## config.mk

```make
export PLATFORM = sky130hd
export DESIGN_NAME = count_sequence_monitor
export DESIGN_NICKNAME = d
export VERILOG_FILES = /design/src/rtl/count_sequence_monitor_pkg.sv /design/src/rtl/count_sequence_monitor_sat_counter.sv /design/src/rtl/count_sequence_monitor.sv
export SDC_FILE = /design/constraint.sdc
export NUM_CORES = 1
export LEC_CHECK = 0
export CAP_MARGIN = 5
export CORE_MARGIN = 3
export CORE_UTILIZATION = 28
export DETAILED_ROUTE_END_ITERATION = 7
export REMOVE_ABC_BUFFERS = 1
export SYNTH_ARGS = -nofsm -noshare
export SYNTH_HDL_FRONTEND = slang
export SYNTH_HIERARCHICAL = 1
export SYNTH_SLANG_ARGS = --single-unit
```

## constraint.sdc

```tcl
create_clock -name clk -period 3.1 [get_ports clk]
set_input_delay 0.31 -clock clk [delete_from_list [all_inputs] [get_ports clk]]
set_output_delay 0.31 -clock clk [all_outputs]
set_load 0.01 [all_outputs]
```

## src/rtl/count_sequence_monitor_pkg.sv

```systemverilog
`default_nettype none
// ============================================================================
//  Module   : count_mon_pkg
//  Purpose  : Shared state encoding and saturating-increment helper for the
//             count sequence monitor.
//  Revision : 1.0  initial release
// ============================================================================
package count_mon_pkg;

  typedef enum logic [1:0] {
    IDLE   = 2'd0,
    SYNC   = 2'd1,
    LOCKED = 2'd2
  } state_t;

  // Increment val, clamping at the all-ones value of a 'width'-bit counter.
  function automatic logic [31:0] sat_inc(input logic [31:0] val, input int width);
    logic [31:0] max;
    max = (width >= 32) ? 32'hFFFF_FFFF : ((32'd1 << width) - 32'd1);
    return (val >= max) ? max : (val + 32'd1);
  endfunction

endpackage
`default_nettype wire

```

## src/rtl/count_sequence_monitor_sat_counter.sv

```systemverilog
`default_nettype none
// ============================================================================
//  Module   : sat_counter
//  Purpose  : Event counter that sticks at its maximum value.
//  Revision : 1.0  initial release
// ============================================================================
module sat_counter
  import count_mon_pkg::*;
#(
  parameter int CNT_W = 8
) (
  input  logic             clk,
  input  logic             rst,
  input  logic             inc,
  output logic [CNT_W-1:0] q
);

  always_ff @(posedge clk or posedge rst) begin
    if (rst) begin
      q <= '0;
    end else if (inc) begin
      q <= CNT_W'(sat_inc(32'(q), CNT_W));
    end
  end

endmodule
`default_nettype wire

```

## src/rtl/count_sequence_monitor.sv

```systemverilog
`default_nettype none
// ============================================================================
//  Module   : count_sequence_monitor
//  Purpose  : Locks onto a +1 (mod 2^W) counter stream and reports wraps,
//             sequence errors and loss of lock.
//  Revision : 1.0  initial release
// ============================================================================
module count_sequence_monitor
  import count_mon_pkg::*;
#(
  parameter int W          = 2,
  parameter int LOCK_COUNT = 4,
  parameter int CNT_W      = 8
) (
  input  logic             clk,
  input  logic             rst,
  input  logic             en,
  input  logic [W-1:0]     cnt_in,
  input  logic             clr_err,
  output logic             locked,
  output logic             wrap_pulse,
  output logic             err_pulse,
  output logic             err_sticky,
  output logic [CNT_W-1:0] wrap_count,
  output logic [CNT_W-1:0] err_count
);

  localparam int c_run_w = $clog2(LOCK_COUNT + 1);

  state_t             r_state;
  logic [W-1:0]       r_prev;
  logic [c_run_w-1:0] r_run;

  logic [W-1:0]       w_prev_inc;
  logic [c_run_w-1:0] w_run_inc;
  logic               w_good;
  logic               w_run_done;
  logic               w_wrap_ev;
  logic               w_err_ev;

  assign w_prev_inc = r_prev + W'(1);
  assign w_good     = (cnt_in == w_prev_inc);
  assign w_run_inc  = r_run + c_run_w'(1);
  assign w_run_done = (w_run_inc == c_run_w'(LOCK_COUNT));

  // A good step landing on zero can only come from the all-ones value.
  assign w_wrap_ev  = en && (r_state == LOCKED) && w_good && (cnt_in == '0);
  assign w_err_ev   = en && (r_state == LOCKED) && !w_good;

  assign locked     = (r_state == LOCKED);

  always_ff @(posedge clk or posedge rst) begin
    if (rst) begin
      r_state <= IDLE;
      r_prev  <= '0;
      r_run   <= '0;
    end else if (en) begin
      r_prev <= cnt_in;
      case (r_state)
        IDLE: begin
          r_run   <= '0;
          r_state <= SYNC;
        end
        SYNC: begin
          if (w_good) begin
            if (w_run_done) begin
              r_run   <= '0;
              r_state <= LOCKED;
            end else begin
              r_run <= w_run_inc;
            end
          end else begin
            r_run <= '0;
          end
        end
        LOCKED: begin
          if (!w_good) begin
            r_run   <= '0;
            r_state <= SYNC;
          end
        end
        default: begin
          r_run   <= '0;
          r_state <= IDLE;
        end
      endcase
    end
  end

  // Setting the sticky flag takes priority over a simultaneous clear.
  always_ff @(posedge clk or posedge rst) begin
    if (rst) begin
      wrap_pulse <= 1'b0;
      err_pulse  <= 1'b0;
      err_sticky <= 1'b0;
    end else begin
      wrap_pulse <= w_wrap_ev;
      err_pulse  <= w_err_ev;
      if (w_err_ev) begin
        err_sticky <= 1'b1;
      end else if (clr_err) begin
        err_sticky <= 1'b0;
      end
    end
  end

  sat_counter #(.CNT_W(CNT_W)) u_wrap_cnt (
    .clk (clk),
    .rst (rst),
    .inc (w_wrap_ev),
    .q   (wrap_count)
  );

  sat_counter #(.CNT_W(CNT_W)) u_err_cnt (
    .clk (clk),
    .rst (rst),
    .inc (w_err_ev),
    .q   (err_count)
  );

endmodule
`default_nettype wire

```

Yosys cells after proc, flatten, opt, wreduce, memory -nomap -nowiden --
Index checks and enable logic that the tools add are counted.
Cells by class: $add $sub $neg 4, $mul 0, divide/modulo/power cells 0, $lt $le $gt $ge 2, equality and inequality tests 7, shift-type cells 0, multiplexer cells 12, bitwise logic cells 0, reductions and logical operators 10
Operators by type and width (count):
- 8-bit by 1-bit adder with 8-bit output, second input constant | 2
- 8-bit >= comparator, second input constant | 2
- 8-bit 2-to-1 mux | 2
- 3-bit 2-to-1 mux | 3
- 2-bit 2-to-1 mux | 3
- 2-bit inequality test, second input constant | 3
- 2-bit case mux with 3 select lines | 1
- 3-bit case mux with 2 select lines | 1
- 1-bit logical AND | 4
- 2-bit zero test | 2
- 4-bit AND reduction | 1
- 3-bit by 1-bit adder with 3-bit output, second input constant | 1
- 3-bit == test, second input constant | 1
- 2-bit by 1-bit adder with 2-bit output, second input constant | 1
- 2-bit by 1-bit == test with 1-bit output, second input constant | 1
- 2-bit == test | 1
- 2-bit == test, second input constant | 1
- 1-bit 2-to-1 mux | 2
- 2-bit AND reduction | 1
- 2-bit nonzero test | 1
- 1-bit zero test | 1
Word-level totals: flip-flop bits (word level) 26, latch bits 0, RAM bits 0, bits in read-only memories 0, input bits 6, output and inout port bits 20, word-level logic and storage cells 43, memories 0

Depth between registers and ports, before layout --
Gate-level depths: netlist (run 1).
word-level depth 5, mapped depth 7, gate-level depth less buffers 6

Hierarchy --
Netlist (run 1), hierarchy kept.
By module, submodules not included:
- sat_counter | instances 2, cells an instance 39, area an instance 387.9 um2, sequential area each 200.2 um2
- count_sequence_monitor | instances 1, cells an instance 47, area an instance 523.0 um2, sequential area each 250.2 um2

Worst setup path after synthesis (run 1) --
OpenSTA, ideal clock, no wires.
path kind register to register, from reg r_prev[1], to reg u_wrap_cnt.q[6], setup time 0.128 ns, data arrival time 2.187 ns, data required time 2.972 ns, slack 0.785 ns, stages on the path, launching flop included 8, buffers on the path 1, clock period less this slack 2.315 ns, path through dfrtp_1 xnor2_2 mux2i_4 nor4_1 and3_1 buf_4 nand4_1 mux2_1
On the way: word-level cells in the longest chain between the ends 4
Ends and longest elaborated chain:
- start: declaration | RTL line count_sequence_monitor.sv:31 | logic [W-1:0] r_prev;
- start signal: assignment | RTL line count_sequence_monitor.sv:58 | r_prev <= cnt_in;
- 2-bit by 1-bit adder with 2-bit output | RTL line count_sequence_monitor.sv:41 | assign w_prev_inc = r_prev + W'(1);
- 2-bit == test | RTL line count_sequence_monitor.sv:42 | assign w_good = (cnt_in == w_prev_inc);
- 1-bit logical AND (2 in a row) | RTL line count_sequence_monitor.sv:47 | assign w_wrap_ev = en && (r_state == LOCKED) && w_good && (cnt_in == '0);
- via w_wrap_ev | RTL line count_sequence_monitor.sv:38 | logic w_wrap_ev;
- end signal: assignment | RTL line count_sequence_monitor_sat_counter.sv:22 | q <= CNT_W'(sat_inc(32'(q), CNT_W));
- end: declaration | RTL line count_sequence_monitor_sat_counter.sv:15 | output logic [CNT_W-1:0] q
The timed path passes the listed nets, and every way through them passes these cells. A chain may end at the register's enable or synchronous reset.

Worst setup path after layout (run 1) --
from in cnt_in[1], to reg u_err_cnt.q[6]
On the way: word-level cells in the longest chain between the ends 3
Ends and longest elaborated chain:
- start: declaration | RTL line count_sequence_monitor.sv:18 | input logic [W-1:0] cnt_in,
- 2-bit == test | RTL line count_sequence_monitor.sv:42
- 1-bit zero test
- 1-bit logical AND | RTL line count_sequence_monitor.sv:48 | assign w_err_ev = en && (r_state == LOCKED) && !w_good;
- via w_err_ev | RTL line count_sequence_monitor.sv:39 | logic w_err_ev;
- end signal: assignment | RTL line count_sequence_monitor_sat_counter.sv:22
- end: declaration | RTL line count_sequence_monitor_sat_counter.sv:15
The timed path passes the listed nets, and every way through them passes these cells.

==> results.yml, run 1 <==
outcome:
  status: "complete, no violations"
power_and_ir_drop:
  sequentialPowerShare_pct: 57.2
  p_comb_share_pct: 7.7
  sw_frac_of_total_pct: 21.7
  total_power_per_unit_cell_area_nw_per_um2: 370
  power.share.clock_pct: 35.1
  power_switching_uw: 133
  intPower_uw: 480
  power.ir.vdd_worst_mv: 0.141
  total_leakage_power_uw: 0.000771
hold_path:
  hold_path_class: "primary input to async pin"
setup_path:
  r2r_end: "u_err_cnt/q[6]"
  setup_slack_of_the_most_critical_reg_to_reg_path_ns: 0.81
  critical_path.cell_chain: "clkdlybuf4s50_1, xnor2_2, mux2i_4, and3_1, and3_1, nand4_1, mux2_1"
  worst_path_dominant_cell_family: "simple AND/OR/NAND/NOR gates"
  timing.critical_path.from: "cnt_in[1]"
  r2r_path_start: "r_prev[1]"
  worst_ep_required_time_ns: 3.25
  cp_num_buf_inv: 1
  critical_path_depth: 7
  timing.critical_path.to_type: "register"
  worst_path_largest_cell_delay_ns: 0.48
  worst_ep_arrival_time_ns: 2.54
  worstSetupStartpointType: "primary input"
  critical-path-slowest-cell: "clkdlybuf4s50_1"
  critPathMaxFanout: 7
  critical_path.most_common_cell: "and3_1"
  critical_setup_path_kind: "primary input to register"
  worstSetupEndpoint: "u_err_cnt/q[6]"
  worstRegToRegCells: 6
timing:
  achievable-frequency_mhz: 419
  final-hold-violation-count: 0
  slew_violations: 0
  setup_viol_count_final: 0
  slew_headroom_pct: 73.3
  grt_setup_unrepaired: "no"
  post-route-min-period_ns: 2.39
  worst_slew_pin_slew_ns: 0.400
  timing.final.crit_share_pct: 77.0
  final.setup.tns_ns: 0
  worst_clock_skew_ns: 0.00269
clock_tree:
  cts_tree: "yes"
  clk_transition_reported_paths_ns: 0.09
  max-clock-path-buffers: 2
  cts-hold-fix-buffers: 0
  ctsResizeCount: 0
  clk_root_buffer_cell: "clkbuf_8"
  cts_post_setup_buffers_inserted: 0
  cts_buffers: 3
  cts_htree_levels: 1
  number_of_clock_sinks: 26
  worst_skew_pair.late_latency_ns: 0.27
logic_synthesis:
  seq_area_frac_synth_pct: 50.1
  post_synth_instance_area_um2: 1300
  yosysTopAreaCellShare_pct: 50.1
  synth.lib_cells_used.distinct: 30
  synth-edff-count: 0
  yosysTopAreaCell: "dfrtp_1"
  syn-mean-instance-area_um2: 10.4
  ys_warn_count: 6
  top_cells_by_area_synth: "dfrtp_1, nand2_1, ha_1"
  synth_flop_cell: "dfrtp_1"
  synth.ff_latch_count: 26
  post_synth_inst_count: 125
  postSynth.asyncResetShare_pct: 100
  post-synth-top-count-cell: "dfrtp_1"
  synth_common_cells: "dfrtp_1, nand2_1, a21oi_1"
floorplan:
  fp.dieH_um: 74.1
  design.portCount: 26
  core_area_um2: 4410
  placement_rows: 24
  die_area_um2: 5490
  initial_utilization_pct: 29.4
  die-width_um: 74.1
placement:
  dp_hpwl_um: 2070
  finalWeightedCongestion: 0.763
  area_of_placed_instances_um2: 1600
  portBuffers: 25
grt:
  global_route.usage.total_pct: 10.4
  grt_start_max_net_pins: 15
  first_global_vias: 1002
  grt_antenna_before_repair: 0
  grt_pass1_wl_um: 4460
  grt_remaining_overflow: 0
route:
  route.detailed.drc: 0
  total_wire_length_um: 2700
  antenna_left: 0
  via_count: 980
  dr.pass1.iters: 4
  drt_first_iter_violations: 42
  post_detailed_route_wirelength_per_cell_um: 13.2
  avgViaCountPerCell: 4.80
layout:
  layout-drive-gt1-share_pct: 7.24
  fin_area_um2: 1660
  antenna_cells_inserted: 0
  final_nets: 163
  syn2layout_area_growth_pct: 27.6
run:
  max-cap-violations: 0
==> through the flow <==
| stage | hold WS (ns) | worst slack (ns) | total power (uW) | cells | util, % |
|---|---|---|---|---|---|
| after floorplan | 0.126 | 0.800 | 388 | 122 | - |
| after global placement | 0.477 | 0.556 | 402 | 200 | 36.3 |
| after detailed placement | 0.480 | 0.454 | 405 | 200 | 36.3 |
| after CTS | 0.388 | 0.739 | 625 | 204 | 37.6 |
| after global routing | 0.419 | 0.632 | 641 | 204 | 37.6 |
| final | 0.387 | 0.714 | 613 | 204 | 37.6 |
==> state kept, by name, summed over array words and instances (netlist names) <==
| name | cells |
|---|---|
| u_err_cnt/q | 8 |
| u_wrap_cnt/q | 8 |
| r_run | 3 |
| r_prev | 2 |
| r_state | 2 |
| err_pulse | 1 |
| err_sticky | 1 |
| wrap_pulse | 1 |
==> kinds of logic after synthesis <==
group / count (synthesis) / synth area share (%)
adder cells (fa/ha/maj): 4 / 3.85
XOR/XNOR: 6 / 4.63
AO/OA/AOI/OAI: 19 / 9.15
AND/OR/NAND/NOR: 51 / 20.5
buffers and inverters: 10 / 3.47
flip-flops: 26 / 50.1
multiplexers: 9 / 8.28
==> how the worst min path moves through the flow <==
stage / cells past startpoint / endpoint / startpoint
after detailed placement: 1 / err_sticky / err_sticky
final: 2 / u_wrap_cnt/q[3] / rst
after global routing: 2 / u_err_cnt/q[0] / rst
after CTS: 2 / u_err_cnt/q[1] / rst
after global placement: 1 / err_sticky / err_sticky
after floorplan: 1 / u_err_cnt/q[0] / rst
==> worst register-to-register path, cell delays in order (launching register included) <==
cell and delay (ns):
dfrtp_1 0.42, xnor2_2 0.24, mux2i_4 0.35, and3_1 0.38, and3_1 0.32, nand4_1 0.14
mux2_1 0.32
==> cells in the final DEF (no fill, tap or decap), types with 3 or more instances in the layout <==
master and n:
nor2_1 7, xor2_1 3, nand2_1 15, nand4_1 7, inv_1 7, a21oi_1 9, nand3_1 5, nor2b_1 4
mux2i_1 4, clkbuf_8 4, o21ai_0 4, clkdlybuf4s50_1 25, ha_1 4, and3_1 5, dfrtp_1 26
==> power groups by stage <==
stage          clock network [uW]  logic [uW]  registers, uW
3_3_place_gp                    0        45.9            356
2_1_floorplan                   0        32.0            356
6_report                      215        47.4            350
4_1_cts                       226        48.4            350
3_5_place_dp                    0        48.1            357
5_1_grt                       237        52.7            351
==> layer usage <==
metal / GRT usage (%) / vias to the layer above / part of all wire, %
li1: - / 491 / -
met1: 12.7 / 469 / 44
met2: 18.1 / 16 / 51
met3: 1.89 / 4 / 3.3
met4: 4.43 / 0 / 1.6
met5: 0 / - / 0
==> final cells by class <==
class	instances	area (um2)
flip-flops and latches	26	651
well taps	52	65.1
repair buffers	26	258
fillers	436	2760
inverters	7	26.3
multi-input cells	89	603
clock buffers	4	55.1
No activity file was read; power rests on OpenSTA's default activity.
==> inputs of run 2 (changes only) <==
clock period = 2.3 ns   (was 3.1 ns; I/O delays follow)
==> results.yml, run 2 (synthesis gave the netlist of run 1 again) <==
timing:
  slew_violations: 0
  worst_clock_skew_ns: 0.00238
  grt_setup_unrepaired: "no"
  slew_headroom_pct: 74.7
  worst_slew_pin_slew_ns: 0.380
  hold-worst-slack_ns: 0.293
  setup_viol_count_final: 0
  post-route-min-period_ns: 1.97
  final.setup.tns_ns: 0
  achievable-frequency_mhz: 508
  timing.final.crit_share_pct: 85.6
  final-hold-violation-count: 0
grt:
  grt_pass1_wl_um: 4970
  globalRouteMet3Util_pct: 2.43
  first_global_vias: 1050
  grt_antenna_before_repair: 0
  gr-usage-met2_pct: 19.3
  grt_remaining_overflow: 0
  grt_most_used_layer: "met2"
  grt_start_max_net_pins: 15
  gr-usage-met1_pct: 14.9
  global_route.usage.total_pct: 11.6
floorplan:
  core_area_um2: 4410
  die_area_um2: 5490
  placement_rows: 24
  die-width_um: 74.1
  fp.dieH_um: 74.1
  initial_utilization_pct: 29.4
  design.portCount: 26
route:
  drt_first_iter_violations: 67
  total_wire_length_um: 2850
  avgViaCountPerCell: 4.84
  route.detailed.drc: 0
  via_count: 1017
  antenna_left: 0
  dr.pass1.iters: 4
  post_detailed_route_wirelength_per_cell_um: 13.6
setup_path:
  timing.critical_path.to_type: "register"
  worstRegToRegCells: 6
  critical_setup_path_kind: "primary input to register"
  worstSetupStartpointType: "primary input"
  r2r_end: "u_err_cnt/q[6]"
  critPathMaxFanout: 6
  r2r_path_start: "r_prev[1]"
  worst_ep_required_time_ns: 2.45
  setup_slack_of_the_most_critical_reg_to_reg_path_ns: 0.37
  worst_ep_arrival_time_ns: 2.12
clock_tree:
  cts-hold-fix-buffers: 0
  clk_root_buffer_cell: "clkbuf_8"
  number_of_clock_sinks: 26
  cts_post_setup_buffers_inserted: 0
  cts_tree: "yes"
  clk_transition_reported_paths_ns: 0.09
  cts_htree_levels: 1
  ctsResizeCount: 0
  max-clock-path-buffers: 2
  worst_skew_pair.late_latency_ns: 0.26
  cts_buffers: 3
power_and_ir_drop:
  total_power_per_unit_cell_area_nw_per_um2: 489
  total_leakage_power_uw: 0.000801
  power.ir.vdd_worst_mv: 0.199
outcome:
  status: "complete, no violations"
run:
  max-cap-violations: 0
layout:
  antenna_cells_inserted: 0
  final_nets: 169
  fin_area_um2: 1700
  final_common_cell: "dfrtp_1"
  layout.cells.most_common_list: "dfrtp_1, clkdlybuf4s50_1, nand2_1"
  layout-drive-gt1-share_pct: 10.8
  fill_cells: 436
  largestRegisters: "u_err_cnt/q x8, u_wrap_cnt/q x8, r_run x3"
  syn2layout_area_growth_pct: 31.1
hold_path:
  hold_path_class: "primary input to async pin"
placement:
  area_of_placed_instances_um2: 1650
  dp_hpwl_um: 2240
  portBuffers: 25
  finalWeightedCongestion: 0.797
## run 2: cell types whose count changed in the layout (fill, tap and decap cells not counted)
cell,before,now
buf_4,1,7
## run 2: through the flow
stage / setup WS (ns) / cells / util, % / power [uW]
after floorplan: 0.000292 / 122 / - / 523
after global placement: 0.0455 / 206 / 37.3 / 546
after detailed placement: 0.0355 / 206 / 37.3 / 550
after CTS: 0.310 / 210 / 38.6 / 844
after global routing: 0.182 / 210 / 38.6 / 872
final: 0.331 / 210 / 38.6 / 833
## run 2: how the worst max path moves through the flow
stage	start	endpoint	slack, ns	cells past startpoint
5_1_grt	cnt_in[0]	u_wrap_cnt/q[6]	0.18	8
4_1_cts	cnt_in[0]	u_wrap_cnt/q[6]	0.31	8
3_5_place_dp	cnt_in[0]	u_wrap_cnt/q[6]	0.04	8
3_3_place_gp	cnt_in[1]	u_wrap_cnt/q[6]	0.05	8
2_1_floorplan	r_prev[1]	u_wrap_cnt/q[6]	0.0003	6
6_report	cnt_in[0]	u_wrap_cnt/q[6]	0.33	8
## run 2: layout make-up
type,count,area [um2],share of cell area (%)
well taps,52,65.1,3.82
clock buffers,4,55.1,3.23
flip-flops and latches,26,651,38.2
inverters,7,26.3,1.54
multi-input cells,89,603,35.4
repair buffers,32,303,17.8
## run 2: power by group
part | internal (uW) | switching [uW] | leakage [uW]
logic | 33.7 | 34.1 | 0.000430
registers | 465 | 7.35 | 0.000342
clock network | 153 | 141 | 0.0000288
## run 2: per-layer routing
layer,share of wire [%],routed length [um]
met5,0,0
met4,1.3,38
met3,3.5,99
met2,50,1420
met1,45,1290
## run 2: worst max-delay path, stage by stage
cell,delay (ns)
clkdlybuf4s50_1,0.53
nor2b_1,0.23
mux2i_4,0.10
nor4_1,0.23
buf_4,0.19
and3_1,0.17
nand4_1,0.11
mux2_1,0.32
==> inputs of run 3 (changes only) <==
CORE_MARGIN = unset   (was 3)
==> results.yml, run 3 (synthesis gave the netlist of run 1 again) <==
outcome:
  status: "complete, no violations"
clock_tree:
  cts_buffers: 3
  clk_root_buffer_cell: "clkbuf_8"
  cts_htree_levels: 1
  cts_post_setup_buffers_inserted: 0
  max-clock-path-buffers: 2
  cts-hold-fix-buffers: 0
  cts_tree: "yes"
  number_of_clock_sinks: 26
  ctsResizeCount: 0
  clk_transition_reported_paths_ns: 0.09
  worst_skew_pair.late_latency_ns: 0.26
route:
  post_detailed_route_wirelength_per_cell_um: 13.4
  via_count: 1056
  drt_first_iter_violations: 68
  route.detailed.drc: 0
  avgViaCountPerCell: 5.05
  dr.pass1.iters: 5
  antenna_left: 0
  total_wire_length_um: 2800
setup_path:
  critPathMaxFanout: 6
  setup_slack_of_the_most_critical_reg_to_reg_path_ns: 0.30
  worst_ep_required_time_ns: 2.50
  r2r_end: "u_err_cnt/q[5]"
  critical-path-slowest-cell: "clkdlybuf4s50_1"
  worst_path_largest_cell_delay_ns: 0.54
  r2r_path_start: "r_prev[1]"
  worstSetupStartpointType: "primary input"
  worstRegToRegCells: 6
  critical_path.cell_chain: "clkdlybuf4s50_1, xnor2_2, mux2i_4, and3_1, nand4_1, or3_1, nand3_1"
  critical_setup_path_kind: "primary input to register"
  worst_ep_arrival_time_ns: 2.22
  timing.critical_path.to_type: "register"
floorplan:
  fp.dieH_um: 70.1
  design.portCount: 26
  die_area_um2: 4910
  core_area_um2: 4410
  placement_rows: 24
  initial_utilization_pct: 29.4
  die-width_um: 70.1
grt:
  first_global_vias: 1014
  grt_antenna_before_repair: 0
  global_route.usage.total_pct: 12.0
  grt_pass1_wl_um: 4740
  grt_start_max_net_pins: 14
  grt_remaining_overflow: 0
timing:
  slew_violations: 0
  slew_headroom_pct: 72.2
  final-hold-violation-count: 0
  layout_setup_ws_ns: 0.283
  worst_slew_pin_slew_ns: 0.416
  post-route-min-period_ns: 2.02
  achievable-frequency_mhz: 496
  timing.final.crit_share_pct: 87.7
  worst_clock_skew_ns: 0.00402
  setup_viol_count_final: 0
  grt_setup_unrepaired: "no"
power_and_ir_drop:
  power.ir.vdd_worst_mv: 0.219
  total_leakage_power_uw: 0.000794
  power.share.clock_pct: 31.8
  power_switching_uw: 178
  p_comb_share_pct: 8.6
  total_power_per_unit_cell_area_nw_per_um2: 470
  intPower_uw: 616
  sequentialPowerShare_pct: 59.6
  sw_frac_of_total_pct: 22.4
placement:
  finalWeightedCongestion: 0.744
  portBuffers: 25
  dp_hpwl_um: 2080
  pre_cts_ws_ns: -0.00933
  dp.cells: 206
layout:
  antenna_cells_inserted: 0
  final_common_cell: "dfrtp_1"
  syn2layout_area_growth_pct: 30.1
  post_route_non_filler_standard_cell_count: 209
  layout.cells.most_common_list: "dfrtp_1, clkdlybuf4s50_1, nand2_1"
  largestRegisters: "u_err_cnt/q x8, u_wrap_cnt/q x8, r_run x3"
  layout-drive-gt1-share_pct: 10.2
  final_nets: 169
run:
  max-cap-violations: 0
hold_path:
  hold_path_class: "primary input to async pin"
-- run 3: cell count changes in the layout (fill, tap and decap cells not counted) --
cell and delta:
clkbuf_8 -1
-- run 3: worst max path at each step --
stage                          from               to  slack [ns]  depth (start not counted)
after detailed placement  cnt_in[1]   u_err_cnt/q[5]      -0.009                          7
after global routing      cnt_in[0]  u_wrap_cnt/q[7]        0.14                          9
final                     cnt_in[1]   u_err_cnt/q[5]        0.28                          7
after CTS                 cnt_in[1]   u_err_cnt/q[5]        0.26                          7
after global placement    cnt_in[1]   u_err_cnt/q[5]        0.05                          7
after floorplan           r_prev[1]  u_wrap_cnt/q[6]      0.0003                          6
-- run 3: critical path: cells and delay by family --
family	cells	cell delay, ns
xor+xnor	1	0.16
buf+inv	1	0.54
mux	1	0.28
simple gates	4	1.00
-- run 3: routing by layer --
layer | share of wire [%] | wire, um | GRT usage [%]
met2 | 47 | 1310 | 17.8
met4 | 1.3 | 36 | 4.89
met3 | 3.9 | 110 | 1.44
met5 | 0 | 0 | 0
met1 | 48 | 1340 | 17.5
-- run 3: power by group through the flow --
stage	clock (uW)	combinational, uW	sequential, uW
after floorplan	0	43.1	480
after global placement	0	65.8	480
after global routing	286	76.2	474
after detailed placement	0	68.9	482
after CTS	263	69.4	473
final	252	68.2	473
-- run 3: final cells by class --
class                   instances  area (um2)
fillers                       424        2730
flip-flops and latches         26         651
multi-input cells              89         603
repair buffers                 32         303
well taps                      52        65.1
clock buffers                   3        41.3
inverters                       7        26.3
-- run 3: per-stage QoR --
step	utilization [%]	instance area [um2]	TNS [ns]	hold WS [ns]	power [uW]
6_report	38.3	1690	0	0.286	793
5_1_grt	38.3	1690	0	0.322	836
4_1_cts	38.3	1690	0	0.298	806
3_5_place_dp	37.3	1650	-0.00933	0.469	551
3_3_place_gp	37.3	1650	0	0.464	546
2_1_floorplan	-	1280	0	0.0457	523
